--- src/rtl/cpu_rp2a03_apu_frame_counter_if.sv ---
// Bus between the APU frame sequencer and its host: CPU-cycle strobe,
// $4017 write, $4015 read, and the quarter/half/IRQ outputs.
interface cpu_rp2a03_apu_frame_counter_if;
    logic       cpu_cycle_i;
    logic       frame_counter_reg_wr_i;
    logic [7:0] frame_counter_wr_data_i;
    logic       status_reg_rd_i;
    logic       quarter_frame_o;
    logic       half_frame_o;
    logic       frame_irq_o;

    modport master (
        output cpu_cycle_i,
        output frame_counter_reg_wr_i,
        output frame_counter_wr_data_i,
        output status_reg_rd_i,
        input  quarter_frame_o,
        input  half_frame_o,
        input  frame_irq_o
    );

    modport slave (
        input  cpu_cycle_i,
        input  frame_counter_reg_wr_i,
        input  frame_counter_wr_data_i,
        input  status_reg_rd_i,
        output quarter_frame_o,
        output half_frame_o,
        output frame_irq_o
    );
endinterface

--- src/rtl/cpu_rp2a03_apu_frame_counter.sv ---
// RP2A03 APU frame counter: 4-step / 5-step sequencer producing quarter- and
// half-frame clock pulses and the frame IRQ flag, with the $4017 reset delay.
module cpu_rp2a03_apu_frame_counter (
    input  logic                                clk_i,
    input  logic                                rst_n_i,
    cpu_rp2a03_apu_frame_counter_if.slave       fc_if
);
    localparam logic [15:0] CNT_Q1     = 16'd7457;
    localparam logic [15:0] CNT_H1     = 16'd14913;
    localparam logic [15:0] CNT_Q3     = 16'd22371;
    localparam logic [15:0] CNT_IRQ_LO = 16'd29828;
    localparam logic [15:0] CNT_4_H2   = 16'd29829;
    localparam logic [15:0] CNT_4_END  = 16'd29830;
    localparam logic [15:0] CNT_5_H2   = 16'd37281;
    localparam logic [15:0] CNT_5_END  = 16'd37282;

    logic [15:0] cnt_q, cnt_d;
    logic        mode_q, mode_d;
    logic        inhibit_q, inhibit_d;
    logic        irq_q, irq_d;
    logic        delay_armed_q, delay_armed_d;
    logic [1:0]  delay_q, delay_d;
    logic        quarter_q, quarter_d;
    logic        half_q, half_d;

    logic strobe, wr, rd;
    logic q_evt, h_evt, irq_evt, seq_end, expire, inhibit_eff, irq_set;
    logic wr_data_unused;

    assign strobe = fc_if.cpu_cycle_i;
    assign wr     = fc_if.frame_counter_reg_wr_i;
    assign rd     = fc_if.status_reg_rd_i;
    assign wr_data_unused = ^fc_if.frame_counter_wr_data_i[5:0];

    // Event decode from the current count; the ">=" end test also pulls the
    // count back in range after a 5-step -> 4-step mode switch.
    assign q_evt   = (cnt_q == CNT_Q1) || (cnt_q == CNT_Q3);
    assign h_evt   = (cnt_q == CNT_H1) || (!mode_q && cnt_q == CNT_4_H2) ||
                     (mode_q && cnt_q == CNT_5_H2);
    assign irq_evt = !mode_q && (cnt_q >= CNT_IRQ_LO) && (cnt_q <= CNT_4_END);
    assign seq_end = mode_q ? (cnt_q >= CNT_5_END) : (cnt_q >= CNT_4_END);

    // A write on the expiring strobe restarts the delay instead of expiring it.
    assign expire      = strobe && delay_armed_q && (delay_q == 2'd1) && !wr;
    assign inhibit_eff = wr ? fc_if.frame_counter_wr_data_i[6] : inhibit_q;

    always_comb begin
        cnt_d         = cnt_q;
        mode_d        = mode_q;
        inhibit_d     = inhibit_q;
        irq_d         = irq_q;
        delay_armed_d = delay_armed_q;
        delay_d       = delay_q;
        quarter_d     = 1'b0;
        half_d        = 1'b0;
        irq_set       = 1'b0;

        if (strobe) begin
            if (expire) begin
                cnt_d         = 16'd0;
                delay_armed_d = 1'b0;
                quarter_d     = mode_q;
                half_d        = mode_q;
            end else begin
                cnt_d     = seq_end ? 16'd0 : cnt_q + 16'd1;
                quarter_d = q_evt || h_evt;
                half_d    = h_evt;
                irq_set   = irq_evt;
                if (delay_armed_q) begin
                    delay_d = delay_q - 2'd1;
                end
            end
        end

        if (wr && fc_if.frame_counter_wr_data_i[6]) begin
            irq_d = 1'b0;
        end else if (irq_set && !inhibit_eff) begin
            irq_d = 1'b1;
        end else if (rd) begin
            irq_d = 1'b0;
        end

        if (wr) begin
            mode_d        = fc_if.frame_counter_wr_data_i[7];
            inhibit_d     = fc_if.frame_counter_wr_data_i[6];
            delay_armed_d = 1'b1;
            delay_d       = 2'd3;
        end
    end

    always_ff @(posedge clk_i) begin
        if (!rst_n_i) begin
            cnt_q         <= 16'd0;
            mode_q        <= 1'b0;
            inhibit_q     <= 1'b0;
            irq_q         <= 1'b0;
            delay_armed_q <= 1'b0;
            delay_q       <= 2'd0;
            quarter_q     <= 1'b0;
            half_q        <= 1'b0;
        end else begin
            cnt_q         <= cnt_d;
            mode_q        <= mode_d;
            inhibit_q     <= inhibit_d;
            irq_q         <= irq_d;
            delay_armed_q <= delay_armed_d;
            delay_q       <= delay_d;
            quarter_q     <= quarter_d;
            half_q        <= half_d;
        end
    end

    assign fc_if.quarter_frame_o = quarter_q;
    assign fc_if.half_frame_o    = half_q;
    assign fc_if.frame_irq_o     = irq_q;
endmodule

--- src/flat_wrapper.sv ---
// flat-port wrapper written by rule: the top's interface ports become plain ports
module cpu_rp2a03_apu_frame_counter_flat 
  (clk_i, rst_n_i, fc_if_cpu_cycle_i, fc_if_frame_counter_reg_wr_i, fc_if_frame_counter_wr_data_i, fc_if_status_reg_rd_i, fc_if_quarter_frame_o, fc_if_half_frame_o, fc_if_frame_irq_o);
  cpu_rp2a03_apu_frame_counter_if fc_if_i ();
  input  logic clk_i;
  input  logic rst_n_i;
  input wire logic [$bits(fc_if_i.cpu_cycle_i)-1:0] fc_if_cpu_cycle_i;
  input wire logic [$bits(fc_if_i.frame_counter_reg_wr_i)-1:0] fc_if_frame_counter_reg_wr_i;
  input wire logic [$bits(fc_if_i.frame_counter_wr_data_i)-1:0] fc_if_frame_counter_wr_data_i;
  input wire logic [$bits(fc_if_i.status_reg_rd_i)-1:0] fc_if_status_reg_rd_i;
  output wire logic [$bits(fc_if_i.quarter_frame_o)-1:0] fc_if_quarter_frame_o;
  output wire logic [$bits(fc_if_i.half_frame_o)-1:0] fc_if_half_frame_o;
  output wire logic [$bits(fc_if_i.frame_irq_o)-1:0] fc_if_frame_irq_o;
  assign fc_if_i.cpu_cycle_i = fc_if_cpu_cycle_i;
  assign fc_if_i.frame_counter_reg_wr_i = fc_if_frame_counter_reg_wr_i;
  assign fc_if_i.frame_counter_wr_data_i = fc_if_frame_counter_wr_data_i;
  assign fc_if_i.status_reg_rd_i = fc_if_status_reg_rd_i;
  assign fc_if_quarter_frame_o = fc_if_i.quarter_frame_o;
  assign fc_if_half_frame_o = fc_if_i.half_frame_o;
  assign fc_if_frame_irq_o = fc_if_i.frame_irq_o;
  cpu_rp2a03_apu_frame_counter u_core (.clk_i(clk_i), .rst_n_i(rst_n_i), .fc_if(fc_if_i));
endmodule
--- config.mk ---
export PLATFORM = sky130hd
export DESIGN_NAME = cpu_rp2a03_apu_frame_counter_flat
export DESIGN_NICKNAME = d
export VERILOG_FILES = /design/src/rtl/cpu_rp2a03_apu_frame_counter_if.sv /design/src/rtl/cpu_rp2a03_apu_frame_counter.sv /design/src/flat_wrapper.sv
export SDC_FILE = /design/constraint.sdc
export NUM_CORES = 1
export LEC_CHECK = 0
export CORE_MARGIN = 4
export CORE_UTILIZATION = 38
export DETAILED_ROUTE_END_ITERATION = 6
export GPL_TIMING_DRIVEN = 0
export PLACE_DENSITY = 0.6
export SLEW_MARGIN = 20
export SYNTH_ARGS = -nofsm -noshare
export SYNTH_HDL_FRONTEND = slang
export SYNTH_SLANG_ARGS = --single-unit
export TNS_END_PERCENT = 30
--- constraint.sdc ---
create_clock -name clk_i -period 2.5 [get_ports clk_i]
set_clock_uncertainty 0.2 [all_clocks]
set_input_delay 0.5 -clock clk_i [delete_from_list [all_inputs] [get_ports clk_i]]
set_output_delay 0.5 -clock clk_i [all_outputs]
set_load 0.05 [all_outputs]
# --- Word-level counts from Yosys, hierarchy flattened ---
# Cells that the tools add are included.
classes:
  mux: 17
  n_reduce_logical: 24
  eq_ne: 7
  addsub: 2
  order_cmp: 4
  bitwise: 1
op_table:
  columns: ["op", "n"]
  rows:
  - ["16-bit by 15-bit == test with 1-bit output (second input constant)", 2]
  - ["16-bit by 15-bit greater-or-equal comparator with 1-bit output (second input constant)", 2]
  - ["16-bit 2-to-1 mux", 2]
  - ["16-bit by 1-bit adder with 16-bit output (second input constant)", 1]
  - ["16-bit by 13-bit == test with 1-bit output (second input constant)", 1]
  - ["16-bit by 14-bit == test with 1-bit output (second input constant)", 1]
  - ["16-bit == test (second input constant)", 1]
  - ["16-bit greater-or-equal comparator (second input constant)", 1]
  - ["16-bit by 15-bit less-or-equal comparator with 1-bit output (second input constant)", 1]
  - ["1-bit 2-to-1 mux", 11]
  - ["1-bit logical AND", 9]
  - ["2-bit 2-to-1 mux", 4]
  - ["2-bit nonzero test", 4]
  - ["1-bit logical OR", 4]
  - ["2-bit AND reduction", 2]
  - ["1-bit zero test", 3]
  - ["3-bit AND reduction", 1]
  - ["2-bit by 1-bit == test with 1-bit output (second input constant)", 1]
  - ["2-bit != test (second input constant)", 1]
  - ["2-bit OR reduction", 1]
  - ["2-bit by 1-bit subtractor with 2-bit output (second input constant)", 1]
  - ["1-bit NOT", 1]
word_totals:
  inputBits: 13
  output_inout_bits: 3
  ff_bits: 24
  wordCells: 63

# --- Depth between registers and ports, before layout ---
logic_depth:
  ltp_word: 7
  depth_mapped: 9

# --- Worst setup path after synthesis ---
# Ideal clock, no wire load.
synth_path:
  path_kind: "reg-to-reg"
  from: "register u_core.cnt_q[10]"
  to: "register u_core.cnt_q[10]"
  setup_slack_ns: 0.420
  setup_time_ns: 0.122
  required_ns: 2.178
  path_stages_with_launch: 8
  t_arrival_ns: 1.758
  cell_sequence: "dfxtp_1 buf_6 or3_4 a2111oi_2 nor3_2 o21a_2 buf_6 a221o_1"
synth_via:
  elab_chain_cells: 4
  elab_cells_between_ends: 6
  classes_between: "add/sub: 1; order compare: 2; mux: 3"
synth_lines:
  columns: ["element", "line", "source"]
  rows:
  - ["from (decl)", "cpu_rp2a03_apu_frame_counter.sv:17", "logic [15:0] cnt_q, cnt_d;"]
  - ["from (signal assigned)", "cpu_rp2a03_apu_frame_counter.sv:102", "cnt_q <= cnt_d;"]
  - ["16-bit by 15-bit greater-or-equal comparator with 1-bit output or 16-bit greater-or-equal comparator (tied branches)", "cpu_rp2a03_apu_frame_counter.sv:41", "assign seq_end = mode_q ? (cnt_q >= CNT_5_END) : (cnt_q >= CNT_4_END);"]
  - ["1-bit 2-to-1 mux", "cpu_rp2a03_apu_frame_counter.sv:41", null]
  - ["16-bit 2-to-1 mux (*)", "cpu_rp2a03_apu_frame_counter.sv:65", "cnt_d = seq_end ? 16'd0 : cnt_q + 16'd1;"]
  - ["16-bit 2-to-1 mux (*)", "cpu_rp2a03_apu_frame_counter.sv:59", "if (expire) begin"]
# Mark *: on every way between the ends. The rest lies on a longest branch, timed or not.
# A chain may end at the register's enable or synchronous reset.

# --- Worst setup path in the final report ---
layout_path:
  from: "register u_core.cnt_q[3]"
  to: "register u_core.cnt_q[9]"
# Same word-level chain as after synthesis.

==> summary.txt <==
Layout
  • Most common cell after layout, fill and taps aside: dfxtp_1
  • Layout cells sized above 1: 0.1472
  • Non-Filler Instances: 245
  • Most frequent cells in the layout: 24 x dfxtp_1, 17 x nand2_1, 16 x nor2_1, 11 x o21ai_0, 10 x buf_2
  • Diodes inserted: 0
  • Area Growth Syn to Fin: 14.41%
  • Final nets: 215

Placement
  • Dpl cells: 241
  • HPWL after detailed placement: around 2700 microns
  • I/O Buffers: 7
  • Routability cong.: between 0.8 and 0.9

Critical path
  • Cell family with most CP delay: compound AO/OA/AOI/OAI gates
  • Crit path depth: 7
  • R2R Setup Slk: around 0.23 ns
  • Worst Path Max Fanout: 10
  • Critical path, cell by cell: buf_2 > nor4_2 > nand2_1 > a211oi_1 > o21ai_2 > buf_6 > o31ai_1
  • CP required: 2.46 ns
  • Max stage delay on crit path: 0.42 ns
  • Worst r2r src: u_core.cnt_q[3]
  • Worst setup endpoint: u_core.cnt_q[9]
  • Worst R2R Path Depth: 7
  • Worst Path Arrival: 2.23 ns
  • Crit path from: u_core.cnt_q[3]
  • Kind of end point of the critical path: flip-flop
  • WS Path Type: flip-flop to flip-flop
  • Reg2reg end: u_core.cnt_q[9]
  • Worst path slowest cell: a211oi_1
  • Startpoint types: flip-flop
  • Crit path buf inv count: 2

Pwr
  • Peak supply drop: 0.2028 mV
  • Seq pwr share: 0.481
  • Cell Pwr Density: just under 500 nW/um^2
  • Combinational power share: 0.099
  • Total power: 831.9 uW
  • Clk network pwr share: 0.420
  • Net switching power: 191.0 uW
  • Internal power: 640.8 uW
  • Net Sw Frac: 0.2296
  • LEAKAGE: approximately 0.64 nW

Synth
  • Prevailing post-synth register cell: dfxtp_1
  • Synth Warn #: 0
  • Post-synthesis xor/xnor area fraction: 0.01759
  • Post-Synth Simple-Gate Area: 0.3023
  • Largest family of logic cells by synthesized area: simple AND/OR/NAND/NOR gates
  • Ys async rst share: 0
  • Sequential area share after synthesis: 0.3216
  • Synthesized Nets: 203
  • Yosys cell types: 50
  • Portion of netlist area occupied by mux cells: 0.02010
  • Post-synthesis adder-cell area fraction: 0.03350
  • Synthesized area per cell: 8.032 sq um
  • Cells after Synth: 186
  • Synthesized cell area: roughly 1500 sq um
  • Synth Area in Compound Gates: 0.2161
  • Flop and latch count out of synthesis: 24
  • Number of enable flip-flop cells after synthesis: 0

STA
  • Setup violations, final: 0
  • RSZ-0062 raised after global routing: no
  • Hold Vio Cnt, Final: 0
  • Max Fclk: about 440 MHz
  • Minimum clock period: 2.267 ns
  • Least-Margin Pin Slew: 0.4984 ns
  • Worst slew margin: 0.6667
  • TNS Setup: 0 ns
  • Tcrit/Tclk final: 0.9070
  • Slew Viols, Final: 0

Global route
  • GRT Total Usage: 0.1559
  • GRT overflow: 0
  • Initial antenna violation count: 0
  • Vias in the first global route: approximately 1,300
  • First-pass GRT wire length: ~6400 microns
  • Largest net degree at the start of global routing: 15

Job
  • Max-cap viol count: 0

Floorplanning
  • Placeable Area: 3744 sq um
  • Die footprint: about 5000 sq um
  • Row count: 22
  • IO Pins: 16
  • DIE HEIGHT: 70.70 microns
  • Starting Density: 0.3991
  • Chip Width: 70.70 microns

Clocking
  • CTS sink cnt: 24
  • Clock Path Buffers: 2
  • Hold-fix buffer count after cts: 0
  • Worst skew pair latency: 0.27 ns
  • CTS Buf Count: 3
  • CTS tree: done
  • Clock root buffer: clkbuf_8
  • CTS H-tree depth: 1
  • Worst-path clk slew: approximately 0.09 ns

Detailed routing
  • Final wirelength: about 3600 microns
  • DR vias/cell: about 5.7
  • Total vias in the final route: between 1,000 and 1,500
  • DRC viols: 0
  • Drt pass-1 iters: 4
  • Routed Antenna Nets: 0
  • Wirelength per Cell: 14.83 microns
  • Drt initial violations: ~110

Min path
  • Hold Crit Class: flip-flop to flip-flop
  • Hold wc startpoint: u_core.inhibit_q

Run status
  • Status: completed
[per-stage QoR]
step           worst slack, ns    util  hold WS (ns)  instance area, sq um
6_report                0.2326  0.4566        0.3071                  1709
5_1_grt                0.03337  0.4566        0.3487                  1709
4_1_cts                 0.1961  0.4529        0.3140                  1695
3_5_place_dp            0.1386  0.4338        0.2911                  1624
3_3_place_gp            0.1274  0.4338        0.2758                  1624
2_1_floorplan           0.4203       -        0.2558                  1494
[per-layer routing]
metal  up-vias  global-route usage  routed length (microns)
met2        28              0.2420                     1644
met3         5             0.02557                      119
met4         0             0.05010                       42
met1       650              0.2200                     1826
li1        704                   -                        -
met5         -                   0                        0
[sequential cells by signal, summed over array words and instances (netlist names)]
| register | count |
|---|---|
| u_core.cnt_q | 16 |
| u_core.fc_if.quarter_frame_o | 1 |
| u_core.mode_q | 1 |
| u_core.inhibit_q | 1 |
| u_core.delay_q | 2 |
| u_core.fc_if.half_frame_o | 1 |
| u_core.delay_armed_q | 1 |
| u_core.fc_if.frame_irq_o | 1 |
[worst reg2reg max path: cells and delay by family (launching register included)]
kind,cells,cell delay (ns)
AOI/OAI and AO/OA,3,0.91
buffers and inverters,2,0.35
DFF,1,0.30
and+or+nand+nor,2,0.40
[cell usage after synthesis (5+ instances only)]
master    n  area [sq um]
nor3_1    5         25.02
nor2_1   16         60.06
dfxtp_1  24         480.5
nand2_1  17         63.81
a21oi_1   5         25.02
nand3_1   9         45.04
buf_2    10         50.05
o21ai_0  11         55.05
inv_1     9         33.78
nand4_1   6         37.54
nor4_1    6         37.54
[cells by family (layout without fill, tap and decap cells)]
family | after synthesis | after routing
and+or+nand+nor | 81 | 81
AOI/OAI and AO/OA | 45 | 45
buffers and inverters | 26 | 37
DFF | 24 | 24
adders and majority gates | 4 | 4
xor gates and xnor gates | 3 | 3
muxes | 3 | 3
[area by class of cell]
type	instances	area [sq um]
well taps	48	60.06
repair buffers	7	70.07
inverters	9	33.78
plain buffers	17	100.1
clock buffers	3	41.29
fillers	407	2034
flip-flops and latches	24	480.5
clock inverters	1	30.03
multi-input cells	136	893.4
[worst min-delay path by stage]
stage | endpoint | depth (start not counted)
floorplan | u_core.inhibit_q | 2
global placement | u_core.inhibit_q | 2
global route | u_core.fc_if.frame_irq_o | 2
detailed placement | u_core.inhibit_q | 2
CTS | u_core.inhibit_q | 2
finish | u_core.inhibit_q | 2
[power by group through the flow]
stage | sequential [mW] | clock (mW) | combinational, mW
6_report | 0.400 | 0.349 | 0.0820
5_1_grt | 0.403 | 0.372 | 0.0941
4_1_cts | 0.401 | 0.358 | 0.0824
3_5_place_dp | 0.410 | 0 | 0.0818
3_3_place_gp | 0.409 | 0 | 0.0801
2_1_floorplan | 0.408 | 0 | 0.0578
[timing repair]
action / in CTS / in global routing
setup buffers: 0 / 0
setup endpoints to repair: 0 / 2
resized for setup: 0 / 4
endpoints found under the hold margin: 0 / 0
Power figures use the tool's default switching activity.
